File: src/rtl/multicycle_control.sv
// Multicycle LEGv8 control unit: FETCH/DECODE/EXEC/MEM/WB sequencer with a memory-wait timeout.
// Optional feature: define MULTICYCLE_CBNZ_EN to decode opcode 10110101xxx as CBNZ.
module multicycle_control #(
    parameter int MEM_WAIT_MAX = 15
) (
    input  logic        clk,
    input  logic        reset,
    input  logic [10:0] Instruction,
    input  logic        Zero,
    input  logic        mem_ready,
    output logic        Reg2Loc,
    output logic        ALUSrc,
    output logic        MemtoReg,
    output logic        RegWrite,
    output logic        MemRead,
    output logic        MemWrite,
    output logic        Branch,
    output logic        UncBranch,
    output logic [1:0]  AluOp,
    output logic        PCWrite,
    output logic        IRWrite,
    output logic        PCSrc,
    output logic        illegal_op,
    output logic        mem_timeout,
    output logic [2:0]  state
);

    typedef enum logic [2:0] {
        S_FETCH  = 3'd0,
        S_DECODE = 3'd1,
        S_EXEC   = 3'd2,
        S_MEM    = 3'd3,
        S_WB     = 3'd4
    } state_t;

    typedef enum logic [2:0] {
        C_ILLEGAL,
        C_R,
        C_LDUR,
        C_STUR,
        C_CBZ,
        C_CBNZ,
        C_B
    } class_t;

    localparam logic [3:0] WAIT_MAX = 4'(MEM_WAIT_MAX);

    state_t     state_q, state_d;
    class_t     cls_q, dec_class;
    logic [3:0] wait_cnt;
    logic       wait_hit;
    logic       count_en;

    always_comb begin
        dec_class = C_ILLEGAL;
        casez (Instruction)
            11'b11111000010: dec_class = C_LDUR;
            11'b11111000000: dec_class = C_STUR;
            11'b10110100???: dec_class = C_CBZ;
`ifdef MULTICYCLE_CBNZ_EN
            11'b10110101???: dec_class = C_CBNZ;
`endif
            11'b000101?????: dec_class = C_B;
            11'b1??0101?000: dec_class = C_R;
            default:         dec_class = C_ILLEGAL;
        endcase
    end

    assign wait_hit = (wait_cnt == WAIT_MAX) && !mem_ready;
    assign count_en = ((state_q == S_FETCH) || (state_q == S_MEM)) && !mem_ready;
    assign state    = reset ? 3'd0 : state_q;

    // NOTE: every output and state_d gets a default first so no latch is inferred.
    always_comb begin
        state_d     = state_q;
        Reg2Loc     = 1'b0;
        ALUSrc      = 1'b0;
        MemtoReg    = 1'b0;
        RegWrite    = 1'b0;
        MemRead     = 1'b0;
        MemWrite    = 1'b0;
        Branch      = 1'b0;
        UncBranch   = 1'b0;
        AluOp       = 2'b00;
        PCWrite     = 1'b0;
        IRWrite     = 1'b0;
        PCSrc       = 1'b0;
        illegal_op  = 1'b0;
        mem_timeout = 1'b0;

        if (!reset) begin
            case (state_q)
                S_FETCH: begin
                    MemRead = 1'b1;
                    if (mem_ready) begin
                        IRWrite = 1'b1;
                        PCWrite = 1'b1;
                        state_d = S_DECODE;
                    end else if (wait_hit) begin
                        mem_timeout = 1'b1;
                    end
                end

                S_DECODE: begin
                    if (dec_class == C_ILLEGAL) begin
                        illegal_op = 1'b1;
                        state_d    = S_FETCH;
                    end else begin
                        state_d = S_EXEC;
                    end
                end

                S_EXEC: begin
                    state_d = S_FETCH;
                    case (cls_q)
                        C_LDUR: begin
                            ALUSrc  = 1'b1;
                            state_d = S_MEM;
                        end
                        C_STUR: begin
                            ALUSrc  = 1'b1;
                            Reg2Loc = 1'b1;
                            state_d = S_MEM;
                        end
                        C_R: begin
                            AluOp   = 2'b10;
                            state_d = S_WB;
                        end
                        C_CBZ, C_CBNZ: begin
                            Reg2Loc = 1'b1;
                            AluOp   = 2'b01;
                            Branch  = 1'b1;
                            // CBNZ shares the CBZ path with the zero test inverted.
                            if (Zero == (cls_q == C_CBZ)) begin
                                PCWrite = 1'b1;
                                PCSrc   = 1'b1;
                            end
                        end
                        C_B: begin
                            UncBranch = 1'b1;
                            PCWrite   = 1'b1;
                            PCSrc     = 1'b1;
                            AluOp     = 2'b01;
                        end
                        default: state_d = S_FETCH;
                    endcase
                end

                S_MEM: begin
                    if (cls_q == C_LDUR) begin
                        MemRead  = 1'b1;
                        ALUSrc   = 1'b1;
                        MemtoReg = 1'b1;
                    end else if (cls_q == C_STUR) begin
                        MemWrite = 1'b1;
                        ALUSrc   = 1'b1;
                        Reg2Loc  = 1'b1;
                    end
                    if (mem_ready) begin
                        state_d = (cls_q == C_LDUR) ? S_WB : S_FETCH;
                    end else if (wait_hit) begin
                        mem_timeout = 1'b1;
                        state_d     = S_FETCH;
                    end else if (cls_q != C_LDUR && cls_q != C_STUR) begin
                        state_d = S_FETCH;
                    end
                end

                S_WB: begin
                    RegWrite = 1'b1;
                    MemtoReg = (cls_q == C_LDUR);
                    state_d  = S_FETCH;
                end

                default: state_d = S_FETCH;
            endcase
        end
    end

    // NOTE: sequential state uses non-blocking assignments so all registers update together.
    always_ff @(posedge clk) begin
        if (reset) begin
            state_q  <= S_FETCH;
            cls_q    <= C_ILLEGAL;
            wait_cnt <= 4'd0;
        end else begin
            state_q <= state_d;
            if (state_q == S_DECODE) begin
                cls_q <= dec_class;
            end
            // A FETCH timeout stays in FETCH, so it must clear the counter explicitly.
            if ((state_d != state_q) || mem_timeout) begin
                wait_cnt <= 4'd0;
            end else if (count_en) begin
                wait_cnt <= wait_cnt + 4'd1;
            end
        end
    end

endmodule

File: config.mk
export PLATFORM = sky130hd
export DESIGN_NAME = multicycle_control
export DESIGN_NICKNAME = d
export VERILOG_FILES = /design/src/rtl/multicycle_control.sv
export SDC_FILE = /design/constraint.sdc
export NUM_CORES = 1
export LEC_CHECK = 0
export CAP_MARGIN = 20
export CORE_MARGIN = 1.5
export CORE_UTILIZATION = 45
export CTS_BUF_LIST = sky130_fd_sc_hd__clkbuf_2
export DETAILED_ROUTE_END_ITERATION = 8
export PLACE_DENSITY_LB_ADDON = 0.3
export RECOVER_POWER = 25
export SLEW_MARGIN = 20
export SYNTH_ARGS = -nofsm -noshare
export SYNTH_HDL_FRONTEND = slang
export SYNTH_SLANG_ARGS = --single-unit
export TNS_END_PERCENT = 5
File: constraint.sdc
create_clock -name clk -period 2.01 [get_ports clk]
set_input_delay 0.201 -clock clk [delete_from_list [all_inputs] [get_ports clk]]
set_output_delay 0.201 -clock clk [all_outputs]
set_load 0.05 [all_outputs]
# Word-level counts from Yosys, hierarchy flattened
# Index checks and enable logic that the tools add are counted.
[word_totals] register_bits=10 latch_bits=0 ram_bits=0 mem_bits_ro=0 inputBits=15 out_inout_bits=18 wordCells=92 mem_count=0
[op_classes] addsub=1 n_mul=0 div=0 n_lt_le_gt_ge=0 n_eq_ne=20 shift=0 mux=54 n_bitwise=0 reduce_logical=14
[ops] cell="$mux 1" count=34
[ops] cell="$eq 11x11->1 const B" count=2
[ops] cell="$mux 3" count=7
[ops] cell="$eq 8x8->1 const B" count=2
[ops] cell="$pmux 3 s5" count=1
[ops] cell="$eq 3x2->1 const B" count=4
[ops] cell="$eq 3x3->1 const B" count=4
[ops] cell="$pmux 1 s2" count=6
[ops] cell="$pmux 3 s4" count=1
[ops] cell="$reduce_or 2->1" count=4
[ops] cell="$eq 3x1->1 const B" count=2
[ops] cell="$eq 6x3->1 const B" count=1
[ops] cell="$logic_not 3->1" count=2
[ops] cell="$mux 2" count=3
[ops] cell="$ne 3x2->1 const B" count=2
[ops] cell="$pmux 3 s2" count=1
[ops] cell="$reduce_or 3->1" count=2
[ops] cell="$add 4x1->4 const B" count=1
[ops] cell="$eq 4x4->1 const B" count=1
[ops] cell="$pmux 2 s2" count=1
[ops] cell="$logic_and 1x1->1" count=3
[ops] cell="$ne 3x3->1" count=1
[ops] cell="$logic_or 1x1->1" count=2
[ops] cell="$eq 1x1->1" count=1
[ops] cell="$logic_not 1->1" count=1

# Depth between registers and ports, before layout
[logic_depth] ltp_word=10 ltp_mapped=6 ltp_nobuf=5

# Least setup slack after synthesis
# OpenSTA, ideal clock, no wires.
[synth_path] kind="register to output" from="reg state_q[2]" to="out illegal_op" t_arrival_ps=3309 t_required_ps=1809 setup_slack_ps=-1500 stages_incl_launch_ff=4 path_buffers=1 path_cell_list="dfxtp_1 buf_6 or3b_4 a2111oi_0"
[synth_via] elab_chain_cells=3
[synth_rtl] element="start: declaration" line_no="48" text="state_t state_q, state_d;"
[synth_rtl] element="start signal: assignment" line_no="187" text="state_q <= state_d;"
[synth_rtl] element="$eq 3x1->1" line_no="92" text="case (state_q)"
[synth_rtl] element="$mux 1" line_no="92"
[synth_rtl] element="$mux 1" line_no="91" text="if (!reset) begin"
[synth_rtl] element="end: declaration" line_no="23" text="output logic illegal_op,"
# No other way between the ends.

# Worst setup path in the final report
[layout_path] from="reg state_q[2]" to="out Reg2Loc"
[layout_via] elab_chain_cells=3 word_cells_on_any_way=4 cone_classes="2 x eq/ne; 2 x mux"
[layout_rtl] element="$eq 3x2->1" line_no="92"
[layout_rtl] element="$pmux 1 s2 *" line_no="92"
[layout_rtl] element="$mux 1 *" line_no="91"
[layout_rtl] element="end: declaration" line_no="11" text="output logic Reg2Loc,"
# Every way passes the cells marked *; elsewhere a longest branch is shown, timed or not.

==> metrics.txt <==
first drt pass iteration count=4; worst-case clock buffer depth=2; placed wire-length estimate=2121 um; result of the run=complete, no violations; clock latency on the worst-skew pair=roughly 0.27 ns; fraction of layout cells with a size suffix above 1=0.3113; dominant combinational cell family by area after synthesis=simple AND/OR/NAND/NOR gates; synthesized area divided by synthesized cell count=~7.6 um^2; highest layer used for signal routing=met4; critical path depth in cells=4; wire length after detailed routing=~2800 um; detail-routed via count per cell=slightly below 6; cell type contributing the most total cell area after synthesis=dfxtp_1; Nets=168; clock slew at reported path FFs=0.11 ns; detailed-routing wirelength on met1=about 1100 um; post-synthesis compound-gate area fraction=0.1701; cell count after synthesis=113; initial antenna violation count=0; Total Die Area=2166 um^2; Area Overhead vs Synth=71.99%; Die Y-Extent=between 40 and 50 um; share of async-settable or async-resettable flops after synthesis=0; gr usage total=0.2835; arrival time at the worst endpoint=1.72 ns; Slew Limit Fails=0; Power Dens Cells=approximately 320 nW/um^2; area inside the core boundary=1745 um^2; wire length on met3=approximately 180 um; initial core utilization=0.4889; die span in x=about 47 um; Setup crit end kind=primary output; top cell family by delay on the critical path=simple AND/OR/NAND/NOR gates; worst-path fanout max=9; number of remaining DRC errors=0; met2 wirelength from detailed routing=1449 um; number of CTS-inserted buffers=3; post-detailed-placement cell area=between 1000 and 1500 um^2; unrepaired setup endpoints after global routing=yes; slowest stage cell on the critical path=or2_2; CTS tree=yes; adder and majority cell fraction of the synthesized area=0.01466; number of setup buffers added after CTS=0; Critical path buffers and inverters=2; I/O pins=33; Slew @ Worst Pin=0.6177 ns; maximum ir drop on the vdd rail=0.3943 mV; Fin. Hold Viols=0; wire length per cell=15.91 um; number of synthesized flops with an enable pin=0; Crit Path Class=flop to primary output; Min Clock Period, post-route=roughly 1.9 ns; sort of element at the start of the critical path=flop; weighted congestion reported at the end of routability-driven placement=0.9075; cell breakdown of the critical path=buf_4 -> or2_2 -> nor3_1 -> buf_12; post-synthesis instance area=around 850 um^2; root buf cell=clkbuf_2; class of the most critical hold timing path=flop to flop; leakage power total=approximately 0.56 nW; proportion of netlist area held by the largest area contributor=0.2346; pin count of the biggest net entering global routing=10; proportion of synthesized area in mux cells=0.01173; count of final setup violators=0; htree depth=1; diode insertion count for antenna repair=0; num rows=15; number of stages on the worst hold path=2; Synth Warn #=0; number of vias after detailed routing=about 1,000; peak clock frequency supported by timing=around 520 MHz; register bit total from synthesis=10; top area cells in the synthesized netlist=dfxtp_1 (23%), nor2_1 (6.6%), a21oi_1 (5.9%); Cell Count, Final, Fillers Out=between 150 and 200; number of nets still failing antenna checks after routing=0; Primary FF master, synth=dfxtp_1; max-cap check violation count=0; final standard cell area without fillers=1468 um^2; worst relative slew slack=0.5900; parity-gate share of the synthesized area counting xor and xnor cells=0.04106; number of nets in the synthesized netlist=roughly 130; overflow left after global routing=0; cell depth of the worst flop-to-flop path=5; setup skew after layout=0.002202 ns; part of the Yosys area used for sequential elements=0.2346; via count of the first global-routing pass=approximately 980; first-pass GRT wire length=4278 um; # placed instances=between 150 and 200; DRC violation total after the first TritonRoute iteration=46; max incr delay on CP=0.38 ns; count of clock tree sinks=10; core occupancy in the finished layout=0.8409; Worst Path Required=roughly 1.8 ns; count of input and output buffers=32; Hold WS=roughly 0.54 ns; synth unique cells=47; final worst-path cycle share=0.9574; area share of and/or/nand/nor cells after synthesis=0.4663
[what timing repair did]
action,4_1_cts,5_1_grt
resized for setup,3,7
endpoints found under the hold margin,0,0
pin swaps,0,1
setup endpoints to repair,2,8
hold buffers,0,0
[synthesized netlist by cell type (2+ instances only)]
master,n
clkbuf_1,2
nor3_1,7
nor4_1,2
nor2_1,15
xnor2_1,2
dfxtp_1,10
nand2b_1,5
nand3_1,3
nand4b_1,2
and3_1,5
a21oi_1,10
or2_2,2
nor4bb_1,3
o21ai_0,2
inv_1,3
xor2_1,2
and2_1,2
nor2b_1,4
buf_2,3
nand2_1,2
[sequential cells by signal, indices dropped and copies added (netlist names)]
| signal | count |
|---|---|
| wait_cnt | 4 |
| state_q | 3 |
| cls_q | 3 |
[worst paths after layout]
kind                                   from           to  slack (ns)
worst min register to register  wait_cnt[1]  wait_cnt[1]        0.54
worst max register to register  wait_cnt[0]  wait_cnt[3]        0.30
worst max-delay path             state_q[2]      Reg2Loc        0.09
worst min-delay path            wait_cnt[1]  wait_cnt[1]        0.54
[tightest hold or removal path: cells and delay by family, from the launching register on]
| kind | cells | cell delay, ns |
|---|---|---|
| simple gates | 1 | 0.05 |
| flops | 1 | 0.34 |
| compound gates | 1 | 0.13 |
[layout by cell type (no fill, tap or decap), types with 2 or more instances in the layout]
cell	n
nor4bb_1	3
dfxtp_2	3
inv_1	3
nand2b_1	5
or2_2	2
nand3_1	3
nor3_1	7
clkdlybuf4s50_1	14
nor2b_1	3
clkbuf_2	3
o21ai_0	2
xor2_1	2
nor2_2	2
nor2_1	13
nor4_1	2
buf_4	9
nand2_1	2
nand4b_1	2
dfxtp_1	7
and3_1	5
buf_12	17
a21oi_1	10
[layout make-up]
cell class	count	area (um^2)
clock buffers	3	15.01
clock inverters	1	3.754
fillers	110	277.8
inverters	3	11.26
multi-input cells	93	650.6
flip-flops and latches	10	203.9
well taps	25	31.28
repair buffers	41	551.8
[report_power, final]
group / leakage (nW) / internal (mW) / switching, mW
Sequential: 0.0823 / 0.201 / 0.00389
Combinational: 0.461 / 0.0764 / 0.0707
Clock: 0.0140 / 0.0432 / 0.0811
Total: 0.557 / 0.321 / 0.156
[routing by layer]
layer / up-vias / global-route usage
li1: 487 / -
met1: 490 / 0.3302
met2: 49 / 0.4944
met3: 14 / 0.07451
met4: 0 / 0.09714
met5: - / 0
[metrics by stage]
stage	TNS, ns	setup slack (ns)	total power [mW]
3_5_place_dp	0	0.01533	0.3511
3_3_place_gp	0	0.07499	0.3461
5_1_grt	-0.01561	-0.01561	0.4946
2_1_floorplan	-1.089	-0.3384	0.2777
4_1_cts	0	0.03230	0.4722
6_report	0	0.08562	0.4766
[cell families after synthesis]
| kind of cell | Yosys count |
|---|---|
| compound gates | 23 |
| xor+xnor | 4 |
| fa+ha+maj | 1 |
| buf+inv | 10 |
| flops | 10 |
| mux | 1 |
| simple gates | 64 |
Note: power is estimated with default switching activity, not from simulation.
